`src/rtl/lane_reduce_accum.sv`:
```
// lane_reduce_accum: streaming lane-wise reduction of PORT_NUM words per beat, accumulated over a frame
// with one held result per frame (valid/ready on both sides).
module lane_reduce_accum #(
   parameter int PORT_NUM = 8,
   parameter int WIDTH    = 7,
   parameter int CNT_W    = 8
) (
   input  logic                      clk,
   input  logic                      rst_n,
   input  logic                      in_valid_i,
   output logic                      in_ready_o,
   input  logic [PORT_NUM*WIDTH-1:0] in_data_i,
   input  logic                      in_last_i,
   input  logic [1:0]                mode_i,
   output logic                      out_valid_o,
   input  logic                      out_ready_i,
   output logic [WIDTH-1:0]          out_vec_o,
   output logic                      out_bit_o,
   output logic [CNT_W-1:0]          out_count_o
);
   logic [WIDTH-1:0] acc_q, acc_d, br_and, br_or, br_xor, br, acc_n, vec_q, vec_d;
   logic [CNT_W-1:0] cnt_q, cnt_d, cnt_n, count_q, count_d;
   logic [1:0]       fmode_q, fmode_d, m;
   logic             active_q, active_d, valid_q, valid_d, bit_q, bit_d, accept;

   function automatic logic [WIDTH-1:0] op_f(input logic [1:0] md, input logic [WIDTH-1:0] a, input logic [WIDTH-1:0] b);
      return md == 2'b01 ? (a | b) : md == 2'b10 ? (a ^ b) : (a & b);
   endfunction

   always_comb begin
      br_and = '1;
      br_or  = '0;
      br_xor = '0;
      for (int p = 0; p < PORT_NUM; p++) begin
         br_and &= in_data_i[p*WIDTH +: WIDTH];
         br_or  |= in_data_i[p*WIDTH +: WIDTH];
         br_xor ^= in_data_i[p*WIDTH +: WIDTH];
      end
   end

   assign in_ready_o  = !valid_q || out_ready_i;
   assign accept      = in_valid_i && in_ready_o;
   // A first beat uses the incoming mode; mid-frame the latched one wins.
   assign m           = active_q ? fmode_q : mode_i;
   assign br          = m == 2'b01 ? br_or : m == 2'b10 ? br_xor : br_and;
   assign acc_n       = active_q ? op_f(m, acc_q, br) : br;
   assign cnt_n       = !active_q ? CNT_W'(1) : (&cnt_q) ? cnt_q : cnt_q + CNT_W'(1);

   always_comb begin
      acc_d    = accept ? acc_n : acc_q;
      cnt_d    = accept ? cnt_n : cnt_q;
      fmode_d  = accept ? m : fmode_q;
      active_d = accept ? !in_last_i : active_q;
      valid_d  = (accept && in_last_i) ? 1'b1 : out_ready_i ? 1'b0 : valid_q;
      vec_d    = vec_q;
      bit_d    = bit_q;
      count_d  = count_q;
      if (accept && in_last_i) begin
         vec_d   = m == 2'b11 ? ~acc_n : acc_n;
         bit_d   = m == 2'b00 ? &acc_n : m == 2'b01 ? |acc_n : m == 2'b10 ? ^acc_n : ~&acc_n;
         count_d = cnt_n;
      end
   end

   always_ff @(posedge clk or negedge rst_n) begin
      if (!rst_n) begin
         acc_q    <= '0;
         cnt_q    <= '0;
         fmode_q  <= 2'b00;
         active_q <= 1'b0;
         valid_q  <= 1'b0;
         vec_q    <= '0;
         bit_q    <= 1'b0;
         count_q  <= '0;
      end else begin
         acc_q    <= acc_d;
         cnt_q    <= cnt_d;
         fmode_q  <= fmode_d;
         active_q <= active_d;
         valid_q  <= valid_d;
         vec_q    <= vec_d;
         bit_q    <= bit_d;
         count_q  <= count_d;
      end
   end

   assign out_valid_o = valid_q;
   assign out_vec_o   = vec_q;
   assign out_bit_o   = bit_q;
   assign out_count_o = count_q;
endmodule

```
`config.mk`:
```
export PLATFORM = sky130hd
export DESIGN_NAME = lane_reduce_accum
export DESIGN_NICKNAME = d
export VERILOG_FILES = /design/src/rtl/lane_reduce_accum.sv
export SDC_FILE = /design/constraint.sdc
export NUM_CORES = 1
export LEC_CHECK = 0
export CORE_ASPECT_RATIO = 1.4
export CORE_MARGIN = 5
export CORE_UTILIZATION = 45
export DETAILED_ROUTE_END_ITERATION = 12
export PLACE_DENSITY = 0.73
export SYNTH_ARGS = -nofsm -noshare
export SYNTH_HDL_FRONTEND = slang
export SYNTH_SLANG_ARGS = --single-unit
export TNS_END_PERCENT = 30
```
`constraint.sdc`:
```
create_clock -name clk -period 5.1 [get_ports clk]
set_input_delay 1.02 -clock clk [delete_from_list [all_inputs] [get_ports clk]]
set_output_delay 1.02 -clock clk [all_outputs]
set_load 0.05 [all_outputs]
```
==> results.md, run 1 <==
- The count of cells along the worst hold path is 2.
- The XOR/XNOR share of the synthesized area is 15.3%.
- The synthesized netlist devotes 18.8% of its cell area to compound gates.
- The simple-gate share of the synthesized area is 20.8%.
- The startpoint identified for the worst register-to-register timing path is active_q$_DFFE_PN0P_.
- The normalized max-slew margin is 43.4%.
- The tree is rooted in a clkbuf_8.
- STA puts the critical path data arrival time at 4.96 ns.
- The number of synthesized flops with an enable pin is 0.
- The total global routing overflow is 0.
- For this design, the CTS-stage hold fixing added 0 buffers.
- Setup repair after global routing left no endpoint under its margin.
- The count of nets left with antenna violations once routing finished came out at 0.
- The warning count from the yosys run is 0.
- The violation count after the first detailed-routing iteration is 93.
- The fraction of final layout cells with drive strength greater than 1 is 9.39%.
- Counting every instance in the synthesized netlist gives 400.
- The largest single stage delay on the critical path is 0.48 ns.
- Of the post-synthesis cell area, the dominant cell type holds 24.6%.
- In the synthesized netlist the dominant register cell turns out to be dfrtp_1.
- The total vias in the final route is 3143.
- The endpoint class of the critical path is a register.
- Counting cells, the worst reg-to-reg path comes to 18.
- The sequential-to-total area share from yosys stat is 24.6%.
- The detail-routed via count per cell is 5.43.
- For this run, the post-layout net count is 576.
- The largest individual stage delay along the critical path comes from the cell clkdlybuf4s50_1.
- The area inside the core boundary is 7750 um^2.
- Synthesis inferred 35 register bits.
- Yosys mapped the design onto 53 distinct sky130hd cell types.
- By area the synthesized netlist is led by dfrtp_1 25%, ha_1 12%, xnor3_1 8.9%.
- The initial antenna violation count is 0.
- The count of buffers from port buffering is 80.
- The number of primary I/O pins is 81.
- The netlist area before placement is 3560 um^2.
- The final count of pins violating max slew is 0.
- The critical path startpoint category is a primary input.
- The floorplan die area is 9810 um^2.
- The global-route wire length before repair is 15.1 mm.
- In the synthesized netlist, mux cells make up 1.44% of the area.
- The placed wire-length estimate after detailed placement is 6.78 mm.
- The largest family of logic cells by synthesized area is simple AND/OR/NAND/NOR gates.
- After Yosys synthesis, full adders, half adders and majority gates account for 12.3% of the synthesized area.
- The flow ran to the end, and the final reports show no timing, DRC or antenna violations.
- The mean cell area of the mapped netlist is 8.90 um^2.
- Entering global routing, the biggest net connects 36 pins.
- The die is 85.2 um wide.
- The clock-pin slew on the worst setup and hold paths is 0.07 ns.
- By count the netlist is led by 41 x nand2_1, 35 x dfrtp_1, 35 x ha_1, 35 x inv_1.
- Walking the worst path, the cells encountered are clkdlybuf4s50_1 -> inv_1 -> ha_1 -> xnor3_1 -> xnor3_1 -> a21oi_1 -> o21a_1 -> inv_1 -> ha_1 -> o21ai_0 -> nand3_1 -> a311oi_4 -> ha_1 -> xor2_1 -> xnor2_1 -> a21oi_1 -> a311oi_1 -> mux2i_1 -> a31oi_1.
- The post-route clock period utilization is 93.2%.
- The clock latency on the worst-skew pair is 0.28 ns.
- The async set-or-reset flop fraction in the synthesized netlist is 100%.
- The tightest hold path in the finished design has a slack of 0.481 ns.
- Once the floorplan was initialized, standard cells occupied 45.9% of the core.
- The floorplan die height is 115 um.
- The setup total negative slack is 0 ns.
- The number of buffers inserted during clock tree synthesis is 5.
- The number of antenna cells inserted is 0.
- At the end of routability-driven placement, the weighted congestion stood at 0.833.
- The count of final hold-check violations is 0.
- The maximum fanout along the worst path is 4.
- The peak ir drop on the vdd network is 0.361 mV.
- The clock period could shrink to 4.75 ns.
- The type of the worst setup path is primary input to register.
- The worst register-to-register path ends at out_bit_o$_DFFE_PN0P_.
- The number of global-route vias before repair was 3287.
- The endpoint required time on the critical path is 5.30 ns.
- Derived from the worst setup path, the maximum achievable clock frequency is 210 MHz.
- From synthesis to final layout, the design area changed by 27.9%.
- Clock tree synthesis found a total of 35 sinks.
- The setup-violating endpoint count in the final report is 0.
- Power spread over the standard cell area amounts to 358 nW/um^2.
- In this run the most critical hold path is launched from out_count_o[6]$_DFFE_PN0P_.
- The post-synth net total is 498.
- The site row count is 38.
- The worst min-delay path class is register to register.
- The post-CTS setup buffer count is 0.
- The total DRC errors in the routed layout is 0.
- For this block, the routed nets add up to 8.63 mm of wire.
- Counting along the longest clock path gives a buffer depth of 2.
- Counting stages on the worst path, the most repeated cell is ha_1.
- The total routing usage reported by global routing is 18.3%.
- For hold timing, the worst endpoint is out_count_o[6]$_DFFE_PN0P_.
- After clock tree synthesis, the repair step resized 0 gates.
- For this run, the detailed router's first-pass iteration total came to 4.
- The number of H-tree levels is 2.
- The static leakage is 2.08 nW.
- Setup slack on the worst reg-to-reg path comes out at 0.90 ns.
- At the pin with the least slew margin, the transition time is 0.847 ns.
- The max-capacitance violation count is 0.
- TritonCTS built the clock tree.
- On the final layout, the worst clock skew is 0.00764 ns.
- The most numerous cell in the Yosys netlist is nand2_1.
- The synthesized design spends more area on one cell type than any other, namely dfrtp_1.
- In the final routed layout, each cell accounts on average for 14.9 um.
[registers in the layout, summed over array words and instances, names as in the netlist]
signal / count
cnt_q: 8
out_count_o: 8
acc_q: 7
out_vec_o: 7
fmode_q: 2
active_q: 1
out_bit_o: 1
out_valid_o: 1
[cell usage in the layout (no fill, tap or decap), types with 4 or more instances in the layout]
master	Yosys	layout
a21oi_1	15	15
a311oi_4	4	4
a31oi_1	6	6
buf_4	0	9
clkbuf_8	0	7
clkdlybuf4s50_1	0	80
dfrtp_1	35	35
ha_1	35	35
inv_1	35	35
mux2i_1	4	4
nand2_1	41	41
nand2_2	4	4
nand3_1	25	25
nand4_1	14	14
nor2_1	25	25
nor4_1	8	8
o21a_1	6	6
o21ai_0	23	23
o21ai_1	7	7
xnor2_1	19	19
xnor3_1	14	14
xor2_1	7	7
[where the power goes]
group	internal [mW]	total, mW	switching (mW)
combinational	0.429	0.973	0.544
sequential	0.362	0.439	0.0764
clock	0.123	0.219	0.0962
[metal layers]
metal  vias up  track usage (%)  wire (um)
met3         6             3.73        509
met2        85             33.8       4390
met5         -                0          0
met4         0             3.48         53
met1      1490             21.9       3680
li1       1562                -          -
[worst max-delay path, delay by kind of cell]
kind	cells	cell delay, ns
adders and majority gates	3	0.86
muxes	1	0.11
AOI/OAI and AO/OA	7	1.25
and+or+nand+nor	1	0.13
buffers and inverters	3	0.58
xor gates and xnor gates	4	1.00
[worst max path at each step]
stage	start	to	cells after the start
after detailed placement	in_data_i[3]	out_bit_o$_DFFE_PN0P_	19
after floorplan	in_data_i[2]	out_bit_o$_DFFE_PN0P_	18
after CTS	in_data_i[3]	out_bit_o$_DFFE_PN0P_	19
after global routing	in_data_i[10]	out_bit_o$_DFFE_PN0P_	19
after global placement	in_data_i[3]	out_bit_o$_DFFE_PN0P_	19
final	in_data_i[3]	out_bit_o$_DFFE_PN0P_	19
[logic make-up (layout without fill, tap and decap cells)]
family,Yosys count,in the layout
simple gates,144,144
compound gates,86,86
buf+inv,55,134
xor+xnor,40,40
fa+ha+maj,35,35
flops,35,35
mux,5,5
[layout make-up]
type                            instances  area [um^2]
Inverter                               37          139
Fill cell                             698         3200
Sequential cell                        35          876
Multi-Input combinational cell        310         2440
Timing Repair Buffer                   89          868
Tap cell                              100          125
Clock buffer                            8          100
[metrics by stage]
| step | cell area (um^2) | utilization [%] | std cells | total power, mW | setup slack (ns) |
|---|---|---|---|---|---|
| final | 4550 | 58.7 | 579 | 1.63 | 0.346 |
| after global routing | 4550 | 58.7 | 579 | 1.76 | 0.0374 |
| after CTS | 4550 | 58.7 | 579 | 1.65 | 0.329 |
| after detailed placement | 4450 | 57.4 | 571 | 1.42 | 0.0639 |
| after global placement | 4450 | 57.4 | 571 | 1.39 | 0.156 |
| after floorplan | 3560 | - | 400 | 1.12 | 0.940 |
Note: power is estimated with default switching activity, not from simulation.
==> inputs of run 2 (changes only) <==
Settings changed: CTS_CLUSTER_DIAMETER set to 80.
==> results of run 2 <==
No change in the layout: final DEF, timing and power equal those of run 1.
